$ cat src/rtl/custcounter_seq.sv
// ---------------------------------------------------------------------------
// custcounter_seq
//
// Sequencer for an alternating add/subtract counter. The host programs an
// add step, a subtract step and a run length, then pulses start. The block
// runs that many steps, alternating add and subtract and starting with add,
// then pulses done for one cycle. Pause holds a run without stepping, and
// abort drops back to idle without a done pulse.
//
// Build option:
//   CUSTCOUNTER_SEQ_SAT_EN  defined   -> add clamps at all-ones, subtract
//                                        clamps at zero
//                           undefined -> modulo 2^WIDTH wrap (default)
//
// Parameters:
//   WIDTH  accumulator and step width
//   LEN_W  run-length counter width
//   INIT   accumulator value loaded at reset and at every accepted start
//
// Ports:
//   clk      in   clock, all state updates on rising edge
//   reset    in   asynchronous active-high reset
//   i_start  in   start request, only honoured in IDLE
//   i_inc    in   add step, latched on accepted start
//   i_dec    in   subtract step, latched on accepted start
//   i_len    in   number of steps, latched on accepted start
//   i_pause  in   hold RUN without stepping
//   i_abort  in   leave RUN without done (has priority over pause)
//   o_count  out  accumulator value (registered)
//   o_busy   out  high while in RUN (registered)
//   o_done   out  one-cycle pulse after the last step (registered)
//   o_phase  out  next operation: 1 = add, 0 = subtract (registered)
// ---------------------------------------------------------------------------
module custcounter_seq #(
   parameter int               WIDTH = 8,
   parameter int               LEN_W = 8,
   parameter logic [WIDTH-1:0] INIT  = '0
) (
   input  logic             clk,
   input  logic             reset,
   input  logic             i_start,
   input  logic [WIDTH-1:0] i_inc,
   input  logic [WIDTH-1:0] i_dec,
   input  logic [LEN_W-1:0] i_len,
   input  logic             i_pause,
   input  logic             i_abort,
   output logic [WIDTH-1:0] o_count,
   output logic             o_busy,
   output logic             o_done,
   output logic             o_phase
);

   typedef enum logic [1:0] {
      IDLE = 2'd0,
      RUN  = 2'd1,
      DONE = 2'd2
   } state_t;

   state_t state;
   state_t next_state;

   logic [WIDTH-1:0] inc_q;
   logic [WIDTH-1:0] dec_q;
   logic [LEN_W-1:0] remaining;

   logic [WIDTH-1:0] count_nxt;
   logic [WIDTH-1:0] inc_nxt;
   logic [WIDTH-1:0] dec_nxt;
   logic [LEN_W-1:0] remaining_nxt;
   logic             busy_nxt;
   logic             done_nxt;
   logic             phase_nxt;

   logic [WIDTH:0]   sum;
   logic [WIDTH:0]   diff;
   logic [WIDTH-1:0] add_val;
   logic [WIDTH-1:0] sub_val;
   logic             last_step;
   logic             step_en;

   // The remaining counter is loaded with the run length and counts down to
   // one; the step taken while it reads one is the final step. Because it
   // never has to reach zero mid-run, the maximum length fits without wrap.
   assign last_step = (remaining == LEN_W'(1));
   assign step_en   = (state == RUN) && !i_abort && !i_pause;

   // Step arithmetic, one bit wider so the carry or borrow is visible. The
   // extra bit is either dropped (wrap) or used to clamp (saturate).
   always_comb begin
      sum  = {1'b0, o_count} + {1'b0, inc_q};
      diff = {1'b0, o_count} - {1'b0, dec_q};
`ifdef CUSTCOUNTER_SEQ_SAT_EN
      add_val = sum[WIDTH]  ? '1 : sum[WIDTH-1:0];
      sub_val = diff[WIDTH] ? '0 : diff[WIDTH-1:0];
`else
      add_val = sum[WIDTH-1:0];
      sub_val = diff[WIDTH-1:0];
`endif
   end

   // State register.
   always_ff @(posedge clk or posedge reset) begin
      if (reset) begin
         state <= IDLE;
      end else begin
         state <= next_state;
      end
   end

   // Next-state logic. Abort beats pause, pause beats stepping. A zero
   // length start skips RUN entirely. DONE always lasts a single cycle, so
   // a start seen there is simply dropped.
   always_comb begin
      next_state = state;
      unique case (state)
         IDLE: begin
            if (i_start) begin
               next_state = (i_len == '0) ? DONE : RUN;
            end
         end
         RUN: begin
            if (i_abort) begin
               next_state = IDLE;
            end else if (!i_pause && last_step) begin
               next_state = DONE;
            end
         end
         DONE: begin
            next_state = IDLE;
         end
         default: begin
            next_state = IDLE;
         end
      endcase
   end

   // Next values of every registered output and of the datapath. Everything
   // holds by default; done is a pulse, so it defaults low.
   always_comb begin
      count_nxt     = o_count;
      inc_nxt       = inc_q;
      dec_nxt       = dec_q;
      remaining_nxt = remaining;
      busy_nxt      = o_busy;
      done_nxt      = 1'b0;
      phase_nxt     = o_phase;
      unique case (state)
         IDLE: begin
            if (i_start) begin
               inc_nxt       = i_inc;
               dec_nxt       = i_dec;
               remaining_nxt = i_len;
               count_nxt     = INIT;
               phase_nxt     = 1'b1;
               busy_nxt      = (i_len != '0);
               done_nxt      = (i_len == '0);
            end
         end
         RUN: begin
            if (i_abort) begin
               busy_nxt = 1'b0;
            end else if (step_en) begin
               count_nxt     = o_phase ? add_val : sub_val;
               phase_nxt     = ~o_phase;
               remaining_nxt = remaining - LEN_W'(1);
               if (last_step) begin
                  busy_nxt = 1'b0;
                  done_nxt = 1'b1;
               end
            end
         end
         DONE: begin
            busy_nxt = 1'b0;
         end
         default: begin
            busy_nxt = 1'b0;
         end
      endcase
   end

   // Output and datapath registers. Reset returns everything to the idle
   // values at once, even in the middle of a run.
   always_ff @(posedge clk or posedge reset) begin
      if (reset) begin
         o_count   <= INIT;
         o_busy    <= 1'b0;
         o_done    <= 1'b0;
         o_phase   <= 1'b1;
         inc_q     <= '0;
         dec_q     <= '0;
         remaining <= '0;
      end else begin
         o_count   <= count_nxt;
         o_busy    <= busy_nxt;
         o_done    <= done_nxt;
         o_phase   <= phase_nxt;
         inc_q     <= inc_nxt;
         dec_q     <= dec_nxt;
         remaining <= remaining_nxt;
      end
   end

endmodule

$ cat config.mk
export PLATFORM = sky130hd
export DESIGN_NAME = custcounter_seq
export DESIGN_NICKNAME = d
export VERILOG_FILES = /design/src/rtl/custcounter_seq.sv
export SDC_FILE = /design/constraint.sdc
export NUM_CORES = 1
export LEC_CHECK = 0
export BUFFER_PORTS_ARGS = -buffer_cell sky130_fd_sc_hd__clkbuf_2
export CAP_MARGIN = 20
export CORE_AREA = 3 3 74 76
export CTS_CLUSTER_SIZE = 8
export DETAILED_ROUTE_END_ITERATION = 7
export DIE_AREA = 0 0 77 79
export GPL_ROUTABILITY_DRIVEN = 0
export MAX_ROUTING_LAYER = met4
export PLACE_DENSITY = 0.68
export SLEW_MARGIN = 40
export SYNTH_ARGS = -nofsm -noshare
export SYNTH_HDL_FRONTEND = slang
export SYNTH_SLANG_ARGS = --single-unit
$ cat constraint.sdc
create_clock -name clk -period 4.6 [get_ports clk]
set_clock_uncertainty 0.2 [all_clocks]
set_input_delay 0.46 -clock clk [delete_from_list [all_inputs] [get_ports clk]]
set_output_delay 0.46 -clock clk [all_outputs]
set_load 0.05 [all_outputs]
Word-level counts from Yosys, hierarchy flattened

Index checks and enable logic that the tools add are counted.

Word-level logic and storage cells: 61
Output and inout bits: 11
Input port bits: 29
Flip-flop bits (word level): 37

Mux-type cells: 28
Bitwise operators: 1
Reductions and logical operators: 13
$add $sub $neg: 3
Equal/unequal tests: 8

Operators with widths:

| cell                                                                   | count |
|---|---|
| 8-bit two-way mux                                                      | 7 |
| 8-bit case mux with 2 select lines                                     | 2 |
| 1-bit two-way mux                                                      | 11 |
| 8-bit adder                                                            | 1 |
| 8-bit by 1-bit equality test with 1-bit output (second input constant) | 1 |
| 8-bit logical NOT                                                      | 1 |
| 2-bit two-way mux                                                      | 4 |
| 8-bit nonzero test                                                     | 1 |
| 8-bit by 1-bit subtractor with 8-bit output (second input constant)    | 1 |
| 8-bit subtractor                                                       | 1 |
| 2-bit != test (second input constant)                                  | 3 |
| 3-bit != test (second input constant)                                  | 2 |
| 1-bit case mux with 2 select lines                                     | 3 |
| 2-bit case mux with 2 select lines                                     | 1 |
| 2-bit AND reduction                                                    | 2 |
| 4-bit AND reduction                                                    | 1 |
| 1-bit logical AND                                                      | 3 |
| 3-bit by 2-bit != test with 1-bit output (second input constant)       | 1 |
| 3-bit AND reduction                                                    | 1 |
| 2-bit by 1-bit equality test with 1-bit output (second input constant) | 1 |
| 1-bit logical NOT                                                      | 2 |
| 2-bit logical NOT                                                      | 1 |
| 2-bit nonzero test                                                     | 1 |
| 1-bit inverter                                                         | 1 |

Logic depth before layout (Yosys ltp)

Word-level depth: 6
Depth in mapped cells: 13
Depth with buffers taken out: 12

Worst setup path before layout

OpenSTA, ideal clock, no wires.

Path type: register -> register
Start point: register o_phase
End point: register o_count[6]
Period minus slack after synthesis: 3.099 ns
Buffers on the path: 2
Required time: 4.265 ns
Cell stages (with the launch flop): 14
Arrival time: 2.764 ns
Path slack: 1.501 ns
Setup time: 0.135 ns
Cell sequence: dfstp_2 -> clkbuf_1 -> clkbuf_1 -> nand2_1 -> o21ai_0 -> ha_1 -> inv_1 -> fa_1 -> nor2b_1 -> o21ai_0 -> a21boi_0 -> o21ai_0 -> mux2i_1 -> o311ai_1

Longest elaborated chain between the ends: 4

RTL lines:

| element                            | line | source |
|---|---|---|
| start, declared                    | 50   | `output logic o_phase` |
| start signal, assigned             | 196  | `o_phase <= phase_nxt;` |
| 8-bit two-way mux                  | 163  | `count_nxt = o_phase ? add_val : sub_val;` |
| 8-bit two-way mux                  | 162  | `end else if (step_en) begin` |
| 8-bit two-way mux                  | 160  | `if (i_abort) begin` |
| 8-bit case mux with 2 select lines | 147  | `unique case (state)` |
| end signal, assigned               | 193  | `o_count <= count_nxt;` |
| end, declared                      | 47   | `output logic [WIDTH-1:0] o_count,` |

Every way passes these cells. The select of a mux whose other input is x is not followed.
A chain may end at the register's enable or synchronous reset.

Final worst setup path

Start point: register dec_q[0]
End point: register o_count[7]

Longest elaborated chain between the ends: 5

RTL lines:

| element                            | line | source |
|---|---|---|
| start, declared                    | 63   | `logic [WIDTH-1:0] dec_q;` |
| start signal, assigned             | 198  | `dec_q <= dec_nxt;` |
| 8-bit subtractor                   | 91   | `diff = {1'b0, o_count} - {1'b0, dec_q};` |
| 8-bit two-way mux                  | 163  |  |
| 8-bit two-way mux                  | 162  |  |
| 8-bit two-way mux                  | 160  |  |
| 8-bit case mux with 2 select lines | 147  |  |

Every way passes these cells. The select of a mux whose other input is x is not followed.

==> metrics.txt <==
outcome complete, no violations; Antenna diodes 0; Slew Limit Fails 0; Port Buffers 39; Rel. slew slack 0.617; Layout Area Growth over Synthesis 14.2%; CTS Buf Count 5; Final HPWL DP 3.34 mm; final setup vio count 0; Syn Std Cell Area 0.00216 mm2; Clock Pin Slew Worst Setup and Hold Paths 70 ps; leakage 1.14 nW; Warnings, synthesis 0; CORE AREA 0.00479 mm2; CP Data Arrival Time 2830 ps; aggregate global-route resource usage 0.160; worst min path class primary input to async pin; GR Overflow Total 0; CP Max Fanout 4; syn_nets 266; Avg Cell Area, Syn 9.57 um2; unrepaired setup endpoints after global routing no; most frequent cells in the layout clkbuf_2, dfrtp_1, o21ai_0, nand2_1; overall power 1.41 mW; crit path time final 2860 ps; most frequent CP cell o21ai_0; Max Fclk 350 MHz; Setup TNS 0 ps; synthesized flop and latch total 37; crit path kind flop to flop; VDD IR max 267 uV; Post-Syn Instances 226; ratio of cells with drive above 1 in the final layout 0.261; vias in the first global route 1730; num rows 25; WP buf/inv 1; Max Buffers Root-to-Sink 2; DR DRC count 0; initial antenna violation count 0; CTS Root Cell clkbuf_8; critical path startpoint category flop; Largest stage delay, worst path 400 ps; net total in the final layout 303; Netlist cell types 45; TritonCTS clock tree built; cell chain of the critical path inv_1, ha_1, nor3b_1, xor2_1, o21ai_0, ha_1, o21ai_0, nand2_1, a31oi_1, xor2_1, o21ai_0, a22o_1; H-tree lvl count 2; hold_buf cts 0; CP Capture Type flop; first-pass GRT wire length 7.56 mm; Die H 79 um; drt pass-1 iters 4; final worst-path cycle share 0.621; clock sinks 37; maxcap violations 0; DR vias/cell 5.16; Starting Density 0.452; DR iter-0 viols 47; CP delay by family, top compound AO/OA/AOI/OAI gates; IO Count 40; Pwr per Cell Area 570 mW/mm2; Die X 77 um; per-cell routed wire length 13.2 um; pin slew with the least headroom to its limit 575 ps; post-synthesis sequential area ratio 0.429; Setup Buffers After CTS 0; Worst path slowest cell dfrtp_1; die area 0.00608 mm2; most common cell after layout, fill and taps aside clkbuf_2; Clk Latency, worst-skew pair 280 ps; DRT antenna net count 0; CP required 4580 ps; largest net degree at the start of global routing 38; via count 1708; WL final 4.37 mm; Final Hold Viols 0; Post-CTS Resized 0
-- path summary, 6_finish.rpt --
kind,startpoint,to,slack (ps),depth (start not counted)
worst max-delay path,dec_q[0],o_count[7],1740,12
worst min-delay path,reset,inc_q[4],60,3
worst max register to register,dec_q[0],o_count[7],1740,12
worst min register to register,inc_q[1],inc_q[1],310,1
max in group asynchronous,reset,o_phase,3800,3
min in group clk,i_dec[7],dec_q[7],200,2
-- layout make-up --
type,count,area (um2)
clock buffer,8,80.1
fill,453,2320
inverter,12,45.0
multi-input combinational,167,1130
sequential,37,927
tap,67,83.8
timing repair buffer,40,203
-- flip-flops by register name, summed over array words and instances (netlist names) --
register,flops
dec_q,8
state,2
o_phase,1
o_count,8
o_busy,1
inc_q,8
remaining,8
o_done,1
-- where the power goes --
part | total [mW] | switching [mW] | leakage [nW] | internal (mW)
sequential | 0.535 | 0.110 | 0.450 | 0.426
clock | 0.218 | 0.110 | 0.0395 | 0.108
combinational | 0.654 | 0.400 | 0.652 | 0.254
-- metrics by stage --
step	utilization	instance area, um2	setup WS (ps)	hold WS [ps]	std cells
6_report	0.516	2470	1740	59.8	331
5_1_grt	0.516	2470	1440	107	331
4_1_cts	0.516	2470	1740	72.2	331
3_5_place_dp	0.499	2390	1750	294	323
3_3_place_gp	0.499	2390	1790	283	323
2_1_floorplan	-	2160	1500	270	226
-- cells in the mapped netlist (all sizes together) --
master | number | area, um2
clkbuf | 5 | 18.8
dfstp | 1 | 26.3
nor3 | 5 | 30.0
dfrtp | 36 | 901
nor4 | 2 | 18.8
o32ai | 3 | 26.3
a21boi | 1 | 7.51
o21ai | 28 | 140
nand2b | 3 | 18.8
nor2 | 17 | 63.8
a21o | 1 | 7.51
nand3 | 8 | 40.0
a22oi | 1 | 7.51
mux2 | 17 | 191
fa | 1 | 20.0
nor2b | 2 | 12.5
mux2i | 2 | 20.0
and2b | 1 | 7.51
a211oi | 2 | 20.0
xnor2 | 1 | 8.76
nand2 | 23 | 86.3
ha | 10 | 125
a31oi | 1 | 6.26
o311ai | 1 | 8.76
a32oi | 1 | 8.76
nor3b | 3 | 27.5
inv | 12 | 45.0
nor4b | 1 | 8.76
buf | 5 | 43.8
o31ai | 1 | 7.51
or4 | 2 | 15.0
a32o | 1 | 10.0
or2 | 1 | 6.26
a21oi | 14 | 70.1
o22ai | 1 | 6.26
xor2 | 8 | 70.1
a22o | 1 | 8.76
a211o | 1 | 8.76
or3 | 2 | 12.5
-- layer usage --
metal  vias to the layer above  GRT usage  share of wire
met4                         0     0.0641          0.011
met2                        41      0.276           0.49
met1                       784      0.181           0.46
met3                         5     0.0351          0.043
li1                        878          -              -
met5                         -          -              0
-- cells by family (layout without fill, tap and decap cells) --
family                     count (synthesis)  in the layout  synth area share
AOI/OAI and AO/OA                         58             58             0.159
xor gates and xnor gates                   9              9            0.0365
adders and majority gates                 11             11            0.0671
buffers and inverters                     22             60            0.0498
DFF                                       37             37             0.429
muxes                                     19             19            0.0978
and+or+nand+nor                           70             70             0.161
-- worst min-delay path, cell delays in order --
cell and delay, ps:
clkbuf_2 80, inv_1 40, buf_4 410
Note: power is estimated with default switching activity, not from simulation.
